[config.mk]
export PLATFORM = sky130hd
export DESIGN_NAME = dma_rd_burst_engine_flat
export DESIGN_NICKNAME = d
export VERILOG_FILES = /design/src/rtl/dma_rd_burst_engine_if.sv /design/src/rtl/dma_rd_burst_engine.sv /design/src/flat_wrapper.sv
export SDC_FILE = /design/constraint.sdc
export NUM_CORES = 1
export LEC_CHECK = 0
export CAP_MARGIN = 5
export CORE_ASPECT_RATIO = 1.25
export CORE_MARGIN = 2
export CORE_UTILIZATION = 55
export DETAILED_ROUTE_END_ITERATION = 6
export PLACE_DENSITY = 0.86
export SLEW_MARGIN = 25
export SYNTH_ARGS = -nofsm -noshare
export SYNTH_HDL_FRONTEND = slang
export SYNTH_SLANG_ARGS = --single-unit
[constraint.sdc]
create_clock -name clk -period 6.25 [get_ports clk]
set_input_delay 1.25 -clock clk [delete_from_list [all_inputs] [get_ports clk]]
set_output_delay 1.25 -clock clk [all_outputs]
set_load 0.01 [all_outputs]
[src/rtl/dma_rd_burst_engine_if.sv]
// -----------------------------------------------------------------------------
// AxiPkg / AXI4ReadIntf
// Purpose : AXI4 read-channel payload types and the AR/R channel bundle used by
//           the DMA read engine.
// Ports   : Master modport drives RdAddrValid, RdAddrPayload, RdDataReady and
//           samples RdAddrReady, RdDataValid, RdDataPayload. Slave is the mirror.
// -----------------------------------------------------------------------------
package AxiPkg;
   localparam int AXI_ADDR_W = 64;
   localparam int AXI_DATA_W = 64;
   localparam int AXI_ID_W   = 4;

   localparam logic [1:0] BURST_INCR = 2'b01;

   typedef struct packed {
      logic [AXI_ID_W-1:0]   id;
      logic [AXI_ADDR_W-1:0] addr;
      logic [7:0]            len;
      logic [2:0]            size;
      logic [1:0]            burst;
   } AxiRdAddr_t;

   typedef struct packed {
      logic [AXI_ID_W-1:0]   id;
      logic [AXI_DATA_W-1:0] data;
      logic [1:0]            resp;
      logic                  last;
   } AxiRdData_t;
endpackage

interface AXI4ReadIntf;
   import AxiPkg::*;

   logic       RdAddrValid;
   logic       RdAddrReady;
   AxiRdAddr_t RdAddrPayload;
   logic       RdDataValid;
   logic       RdDataReady;
   AxiRdData_t RdDataPayload;

   modport Master (
      output RdAddrValid, RdAddrPayload, RdDataReady,
      input  RdAddrReady, RdDataValid, RdDataPayload
   );

   modport Slave (
      input  RdAddrValid, RdAddrPayload, RdDataReady,
      output RdAddrReady, RdDataValid, RdDataPayload
   );
endinterface

[src/rtl/dma_rd_burst_engine.sv]
// -----------------------------------------------------------------------------
// dma_rd_burst_engine
// Purpose : Takes one (start address, byte count) command, splits it into AXI4
//           INCR bursts that never cross a 4 KiB page, keeps at most MAX_OUTST
//           bursts in flight and streams the returned beats to the datapath.
// Ports   : clk, rstn           clock, async active-low reset
//           cmd_*               command handshake (accepted only when idle)
//           out_*               data beat stream, out_last marks final beat
//           busy / done / err   status; done is a one-cycle pulse, err sticky
//           rd                  AXI4 read master (AR and R channels)
// -----------------------------------------------------------------------------
module dma_rd_burst_engine
   import AxiPkg::*;
#(
   parameter int DATA_BYTES = 8,
   parameter int ADDR_W     = 64,
   parameter int LEN_W      = 32,
   parameter int MAX_BURST  = 16,
   parameter int MAX_OUTST  = 4,
   parameter int AXI_ID     = 0
) (
   input  logic                    clk,
   input  logic                    rstn,
   input  logic                    cmd_valid,
   output logic                    cmd_ready,
   input  logic [ADDR_W-1:0]       cmd_addr,
   input  logic [LEN_W-1:0]        cmd_bytes,
   output logic                    out_valid,
   input  logic                    out_ready,
   output logic [8*DATA_BYTES-1:0] out_data,
   output logic                    out_last,
   output logic                    busy,
   output logic                    done,
   output logic                    err,
   AXI4ReadIntf.Master             rd
);

   localparam int SHIFT = $clog2(DATA_BYTES);
   localparam int OUT_W = $clog2(MAX_OUTST + 1);
   localparam logic [ADDR_W-1:0] ALIGN_MASK = ~ADDR_W'(DATA_BYTES - 1);

   localparam logic [1:0] IDLE  = 2'd0;
   localparam logic [1:0] ISSUE = 2'd1;
   localparam logic [1:0] DRAIN = 2'd2;
   localparam logic [1:0] DONE  = 2'd3;

   logic [1:0]        state_q, state_d;
   logic [ADDR_W-1:0] cur_addr_q, cur_addr_d;
   logic [LEN_W-1:0]  remaining_q, remaining_d;
   logic [LEN_W-1:0]  beats_total_q, beats_total_d;
   logic [LEN_W-1:0]  beats_rcvd_q, beats_rcvd_d;
   logic [OUT_W-1:0]  outst_q, outst_d;
   logic              ar_valid_q, ar_valid_d;
   AxiRdAddr_t        ar_q, ar_d;
   logic              err_q, err_d;

   logic [LEN_W-1:0]  cmd_beats;
   logic [12:0]       page_beats;
   logic [12:0]       burst_beats;
   logic [LEN_W-1:0]  cur_beats;
   logic              ar_hs;
   logic              r_hs;
   logic              r_last_hs;
   logic              unused_r_fields;

   assign cmd_beats  = cmd_bytes >> SHIFT;
   // Beats left before the next 4 KiB page boundary.
   assign page_beats = (13'd4096 - {1'b0, cur_addr_q[11:0]}) >> SHIFT;
   // Beats carried by the AR currently presented (payload is held until accepted).
   assign cur_beats  = LEN_W'(ar_q.len) + LEN_W'(1);

   always_comb begin
      burst_beats = 13'(MAX_BURST);
      if (remaining_q < LEN_W'(burst_beats)) burst_beats = remaining_q[12:0];
      if (page_beats < burst_beats)          burst_beats = page_beats;
   end

   // R channel is a straight pass-through; gating by busy keeps stray beats
   // out of the datapath while idle.
   assign busy           = (state_q != IDLE);
   assign cmd_ready      = (state_q == IDLE);
   assign done           = (state_q == DONE);
   assign err            = err_q;
   assign out_valid      = rd.RdDataValid & busy;
   assign rd.RdDataReady = out_ready & busy;
   assign out_data       = rd.RdDataPayload.data[8*DATA_BYTES-1:0];
   assign out_last       = out_valid && (beats_rcvd_q == beats_total_q - LEN_W'(1));

   assign rd.RdAddrValid   = ar_valid_q;
   assign rd.RdAddrPayload = ar_q;

   assign ar_hs     = ar_valid_q & rd.RdAddrReady;
   assign r_hs      = out_valid & out_ready;
   assign r_last_hs = r_hs & rd.RdDataPayload.last;

   assign unused_r_fields = ^{rd.RdDataPayload.id, rd.RdDataPayload.resp[0]};

   always_comb begin
      // NOTE: every variable gets a default here so no path can infer a latch.
      state_d       = state_q;
      cur_addr_d    = cur_addr_q;
      remaining_d   = remaining_q;
      beats_total_d = beats_total_q;
      beats_rcvd_d  = beats_rcvd_q;
      ar_valid_d    = ar_valid_q;
      ar_d          = ar_q;
      err_d         = err_q;

      case (state_q)
         IDLE: begin
            if (cmd_valid) begin
               cur_addr_d    = cmd_addr & ALIGN_MASK;
               remaining_d   = cmd_beats;
               beats_total_d = cmd_beats;
               beats_rcvd_d  = '0;
               err_d         = 1'b0;
               state_d       = (cmd_beats == '0) ? DONE : ISSUE;
            end
         end
         ISSUE: begin
            if (ar_hs) begin
               ar_valid_d  = 1'b0;
               cur_addr_d  = cur_addr_q + (ADDR_W'(cur_beats) << SHIFT);
               remaining_d = remaining_q - cur_beats;
               if (remaining_q == cur_beats) state_d = DRAIN;
            end else if (!ar_valid_q && (outst_q != OUT_W'(MAX_OUTST))) begin
               ar_valid_d = 1'b1;
               ar_d.id    = AXI_ID_W'(AXI_ID);
               ar_d.addr  = AXI_ADDR_W'(cur_addr_q);
               ar_d.len   = 8'(burst_beats - 13'd1);
               ar_d.size  = 3'(SHIFT);
               ar_d.burst = BURST_INCR;
            end
         end
         DRAIN: begin
            if ((outst_q == '0) && (beats_rcvd_q == beats_total_q)) state_d = DONE;
         end
         DONE:    state_d = IDLE;
         default: state_d = IDLE;
      endcase

      // r_hs is never set in IDLE, so this cannot collide with the command load.
      if (r_hs) begin
         beats_rcvd_d = beats_rcvd_q + LEN_W'(1);
         if (rd.RdDataPayload.resp[1]) err_d = 1'b1;
      end
   end

   always_comb begin
      outst_d = outst_q;
      case ({ar_hs, r_last_hs})
         2'b10:   outst_d = outst_q + OUT_W'(1);
         2'b01:   outst_d = outst_q - OUT_W'(1);
         default: outst_d = outst_q;
      endcase
   end

   always_ff @(posedge clk or negedge rstn) begin
      if (!rstn) begin
         state_q       <= IDLE;
         cur_addr_q    <= '0;
         remaining_q   <= '0;
         beats_total_q <= '0;
         beats_rcvd_q  <= '0;
         outst_q       <= '0;
         ar_valid_q    <= 1'b0;
         ar_q          <= '0;
         err_q         <= 1'b0;
      end else begin
         // NOTE: non-blocking updates so all flops sample pre-edge values together.
         state_q       <= state_d;
         cur_addr_q    <= cur_addr_d;
         remaining_q   <= remaining_d;
         beats_total_q <= beats_total_d;
         beats_rcvd_q  <= beats_rcvd_d;
         outst_q       <= outst_d;
         ar_valid_q    <= ar_valid_d;
         ar_q          <= ar_d;
         err_q         <= err_d;
      end
   end

endmodule

[src/flat_wrapper.sv]
// flat-port wrapper written by rule: the top's interface ports become plain ports
module dma_rd_burst_engine_flat import AxiPkg::*;
#(
   parameter int DATA_BYTES = 8,
   parameter int ADDR_W     = 64,
   parameter int LEN_W      = 32,
   parameter int MAX_BURST  = 16,
   parameter int MAX_OUTST  = 4,
   parameter int AXI_ID     = 0
)
  (clk, rstn, cmd_valid, cmd_ready, cmd_addr, cmd_bytes, out_valid, out_ready, out_data, out_last, busy, done, err, rd_RdAddrValid, rd_RdAddrPayload, rd_RdDataReady, rd_RdAddrReady, rd_RdDataValid, rd_RdDataPayload);
  AXI4ReadIntf rd_i ();
  input  logic clk;
  input  logic rstn;
  input  logic cmd_valid;
  output logic cmd_ready;
  input  logic [ADDR_W-1:0] cmd_addr;
  input  logic [LEN_W-1:0] cmd_bytes;
  output logic out_valid;
  input  logic out_ready;
  output logic [8*DATA_BYTES-1:0] out_data;
  output logic out_last;
  output logic busy;
  output logic done;
  output logic err;
  output wire logic [$bits(rd_i.RdAddrValid)-1:0] rd_RdAddrValid;
  output wire logic [$bits(rd_i.RdAddrPayload)-1:0] rd_RdAddrPayload;
  output wire logic [$bits(rd_i.RdDataReady)-1:0] rd_RdDataReady;
  input wire logic [$bits(rd_i.RdAddrReady)-1:0] rd_RdAddrReady;
  input wire logic [$bits(rd_i.RdDataValid)-1:0] rd_RdDataValid;
  input wire logic [$bits(rd_i.RdDataPayload)-1:0] rd_RdDataPayload;
  assign rd_RdAddrValid = rd_i.RdAddrValid;
  assign rd_RdAddrPayload = rd_i.RdAddrPayload;
  assign rd_RdDataReady = rd_i.RdDataReady;
  assign rd_i.RdAddrReady = rd_RdAddrReady;
  assign rd_i.RdDataValid = rd_RdDataValid;
  assign rd_i.RdDataPayload = rd_RdDataPayload;
  dma_rd_burst_engine #(.DATA_BYTES(DATA_BYTES), .ADDR_W(ADDR_W), .LEN_W(LEN_W), .MAX_BURST(MAX_BURST), .MAX_OUTST(MAX_OUTST), .AXI_ID(AXI_ID)) u_core (.clk(clk), .rstn(rstn), .cmd_valid(cmd_valid), .cmd_ready(cmd_ready), .cmd_addr(cmd_addr), .cmd_bytes(cmd_bytes), .out_valid(out_valid), .out_ready(out_ready), .out_data(out_data), .out_last(out_last), .busy(busy), .done(done), .err(err), .rd(rd_i));
endmodule
==> results.yml <==
setup_path:
  worst_setup_path_end_kind: "primary output"
  cp.required_ns: 5.00
  criticalPathCategory: "register to primary output"
  arrival_ns: 4.01
  path_delay_family: "simple AND/OR/NAND/NOR gates"
  setup.worst_path.start_class: "register"
  cp_common_cell: "nor4_2"
  max_stage_delay_ns: 0.69
  cp.buffers_inverters: 1
  path_cells: "nor4_2 -> nand2_1 -> o21ai_0 -> a21oi_1 -> a311o_1 -> a221o_1 -> nor4_2 -> clkdlybuf4s50_1"
  worstPathMaxFanout: 8
  crit_slowest_cell: "nor4_2"
min_path:
  hold_path_class: "register to register"
synthesis:
  synth_top_area_cell: "dfrtp_1"
  synthCells: 1715
  avgSynthCellArea_um2: 8.630
  synth_area_leaders: "dfrtp_1 (39%), nand2_1 (8.0%), mux2i_1 (5.1%), buf_4 (3.9%), ha_1 (3.2%)"
  synth_seq_area_share_pct: 39.06
  synth_top_area_share_pct: 39.06
  synth_common_cells: "nand2_1 (315), dfrtp_1 (231), a21oi_1 (93)"
  syn_area_um2: 14800
  async_flop_share_pct: 100.0
  ys_types: 80
  yosys_warnings: 0
  synth-main-ff-cell: "dfrtp_1"
  synth_edf_count: 0
  synth-seq-cells: 231
  yosys.cell_count.top_type: "nand2_1"
cts:
  cts_buffers: 25
  ctsResizeCount: 0
  clock_sinks: 231
  clock_latency_ns: 0.53
  cts-root-buf: "clkbuf_16"
  clk_pin_slew_worst_paths_ns: 0.06
  cts_tree: "yes"
  post_cts_buffers: 0
  postCtsHoldBufs: 0
  htree_levels: 1
  cts_buffer_depth: 3
sta:
  fmax_mhz: 189.9
  rsz0062_at_grt: "no"
  fin_setup_tns_ns: 0
  hold_viol: 0
  worst_pin_slew_ns: 0.8969
  period_needed_ns: 5.265
  fin_skew_ns: 0.008784
  relSlewSlack_pct: 39.81
  slew_viol_final: 0
  timing.final.crit_share_pct: 84.24
  setup_viol: 0
power_and_ir_drop:
  clkPwrFrac_pct: 21.9
  combinationalPowerShare_pct: 48.1
  p_switching_mw: 2.744
  leakagePower_nw: 7.425
  irDropWorstVdd_uv: 241.8
  intPower_mw: 3.918
  p_sw_share_pct: 41.19
  power.density_nw_per_um2: 390.1
  power_mw: 6.662
  pwr-share-seq_pct: 30.0
route:
  postRouteAntennaNets: 0
  wl_mm: 40.15
  vias: 13200
  initialDrtViolationCount: 819
  vias_per_cell: 6.184
  remaining_drc_errors: 0
  wl_per_cell_um: 18.81
  drtPass1Iterations: 5
floorplanning:
  die-width_um: 150.7
  start_util_pct: 55.52
  die_area_um2: 28250
  ios: 326
  die_height_um: 187.4
  core_area_um2: 26660
  row_count: 67
global_routing:
  track_usage_pct: 28.21
  antenna_found_initial: 0
  grt_overflow: 0
  grt_max_degree: 137
  grt_pass1_wl_mm: 65.06
  grt_pass1_vias: 13040
flow_run:
  drv_cap: 0
placement:
  port_buffers: 177
  dpl-instance-area_um2: 16250
  hpwl_mm: 28.10
  dpl.cell_count: 2091
  gp_congestion: 0.9389
outcome:
  status: "finished, final reports clean"
layout:
  final_layout_size_suffix_gt1_share_pct: 5.978
  stdcell_count: 2135
  nFillCells: 2218
  n_antenna_cell: 0
  stdcell_area_um2: 17080
  area_growth_pct: 15.40
  nets: 1988
==> power groups by stage <==
stage | combinational, mW | clock (mW) | sequential, mW
finish | 3.21 | 1.46 | 2.00
global route | 3.55 | 1.55 | 2.03
CTS | 3.18 | 1.49 | 1.99
detailed placement | 3.16 | 0 | 2.01
global placement | 3.05 | 0 | 2.00
floorplan | 2.39 | 0 | 1.95
==> cell usage in the layout (no fill, tap or decap), types with 18 or more instances in the layout <==
| cell type | count |
|---|---|
| inv_1 | 46 |
| nor2_1 | 65 |
| nand4_1 | 31 |
| o22ai_1 | 58 |
| clkdlybuf4s50_1 | 176 |
| nand2_1 | 313 |
| nand3_1 | 65 |
| nor4_1 | 33 |
| a21oi_1 | 93 |
| xor2_1 | 37 |
| dfrtp_1 | 231 |
| xnor2_1 | 40 |
| and3_1 | 30 |
| ha_1 | 37 |
| mux2_2 | 31 |
| o21ai_0 | 78 |
| nor3b_1 | 18 |
| mux2i_1 | 75 |
| nor3_1 | 44 |
| clkbuf_16 | 25 |
==> flip-flops by register name (all words and copies together) (netlist names) <==
register,count
u_core.rd.RdAddrValid,1
u_core.rd.RdAddrPayload,70
u_core.beats_rcvd_q,32
u_core.err,1
u_core.outst_q,3
u_core.cur_addr_q,61
u_core.state_q,2
u_core.remaining_q,32
u_core.beats_total_q,29
==> tightest hold or removal path: stages (launching register included) <==
cell and delay, ns:
dfrtp_1 0.34, nand2_1 0.05, nand2_1 0.05
==> metrics by stage <==
step	utilization (%)	hold slack (ns)	setup WS, ns
after CTS	63.97	0.4775	1.018
after floorplan	-	0.4610	2.108
after global placement	60.97	0.4583	1.087
final	64.07	0.4742	0.9851
after global routing	64.07	0.5019	0.7823
after detailed placement	60.97	0.4614	1.066
==> cells by family (layout without fill, tap and decap cells) <==
group / count (synthesis) / after routing / synth area share (%)
muxes: 106 / 106 / 7.431
other: 2 / 14 / 0.05074
and+or+nand+nor: 703 / 703 / 23.44
AOI/OAI and AO/OA: 339 / 339 / 14.36
buffers and inverters: 216 / 279 / 7.482
DFF: 231 / 231 / 39.06
xor gates and xnor gates: 77 / 77 / 4.557
adders and majority gates: 41 / 41 / 3.618
==> final timing paths <==
path	start	end	slack [ns]	cells after the start
setup / recovery	u_core.beats_total_q[2]	out_last	0.99	8
hold reg to reg	u_core.rd.RdAddrPayload[30]	u_core.rd.RdAddrPayload[30]	0.47	2
setup reg to reg	u_core.remaining_q[28]	u_core.rd.RdAddrPayload[11]	1.37	17
max in group asynchronous	rstn	u_core.cur_addr_q[12]	4.78	2
hold / removal	u_core.rd.RdAddrPayload[30]	u_core.rd.RdAddrPayload[30]	0.47	2
min in group asynchronous	rstn	u_core.beats_rcvd_q[20]	0.62	1
==> per-layer routing <==
layer | global-route usage [%] | vias up | wire, um
li1 | - | 6159 | -
met1 | 34.07 | 6407 | 15400
met2 | 48.04 | 506 | 20000
met3 | 5.756 | 130 | 2984
met4 | 12.98 | 0 | 1769
met5 | 0 | - | 0
==> area by class of cell <==
type,instances,area (um^2),share of cell area [%]
Inverter,46,172.7,1.011
Timing Repair Buffer,190,1907,11.16
Clock inverter,5,53.80,0.3150
Clock buffer,38,744.5,4.359
Multi-Input combinational cell,1280,7990,46.78
Sequential cell,231,5781,33.84
Tap cell,345,431.7,2.527
Power figures use the tool's default switching activity.
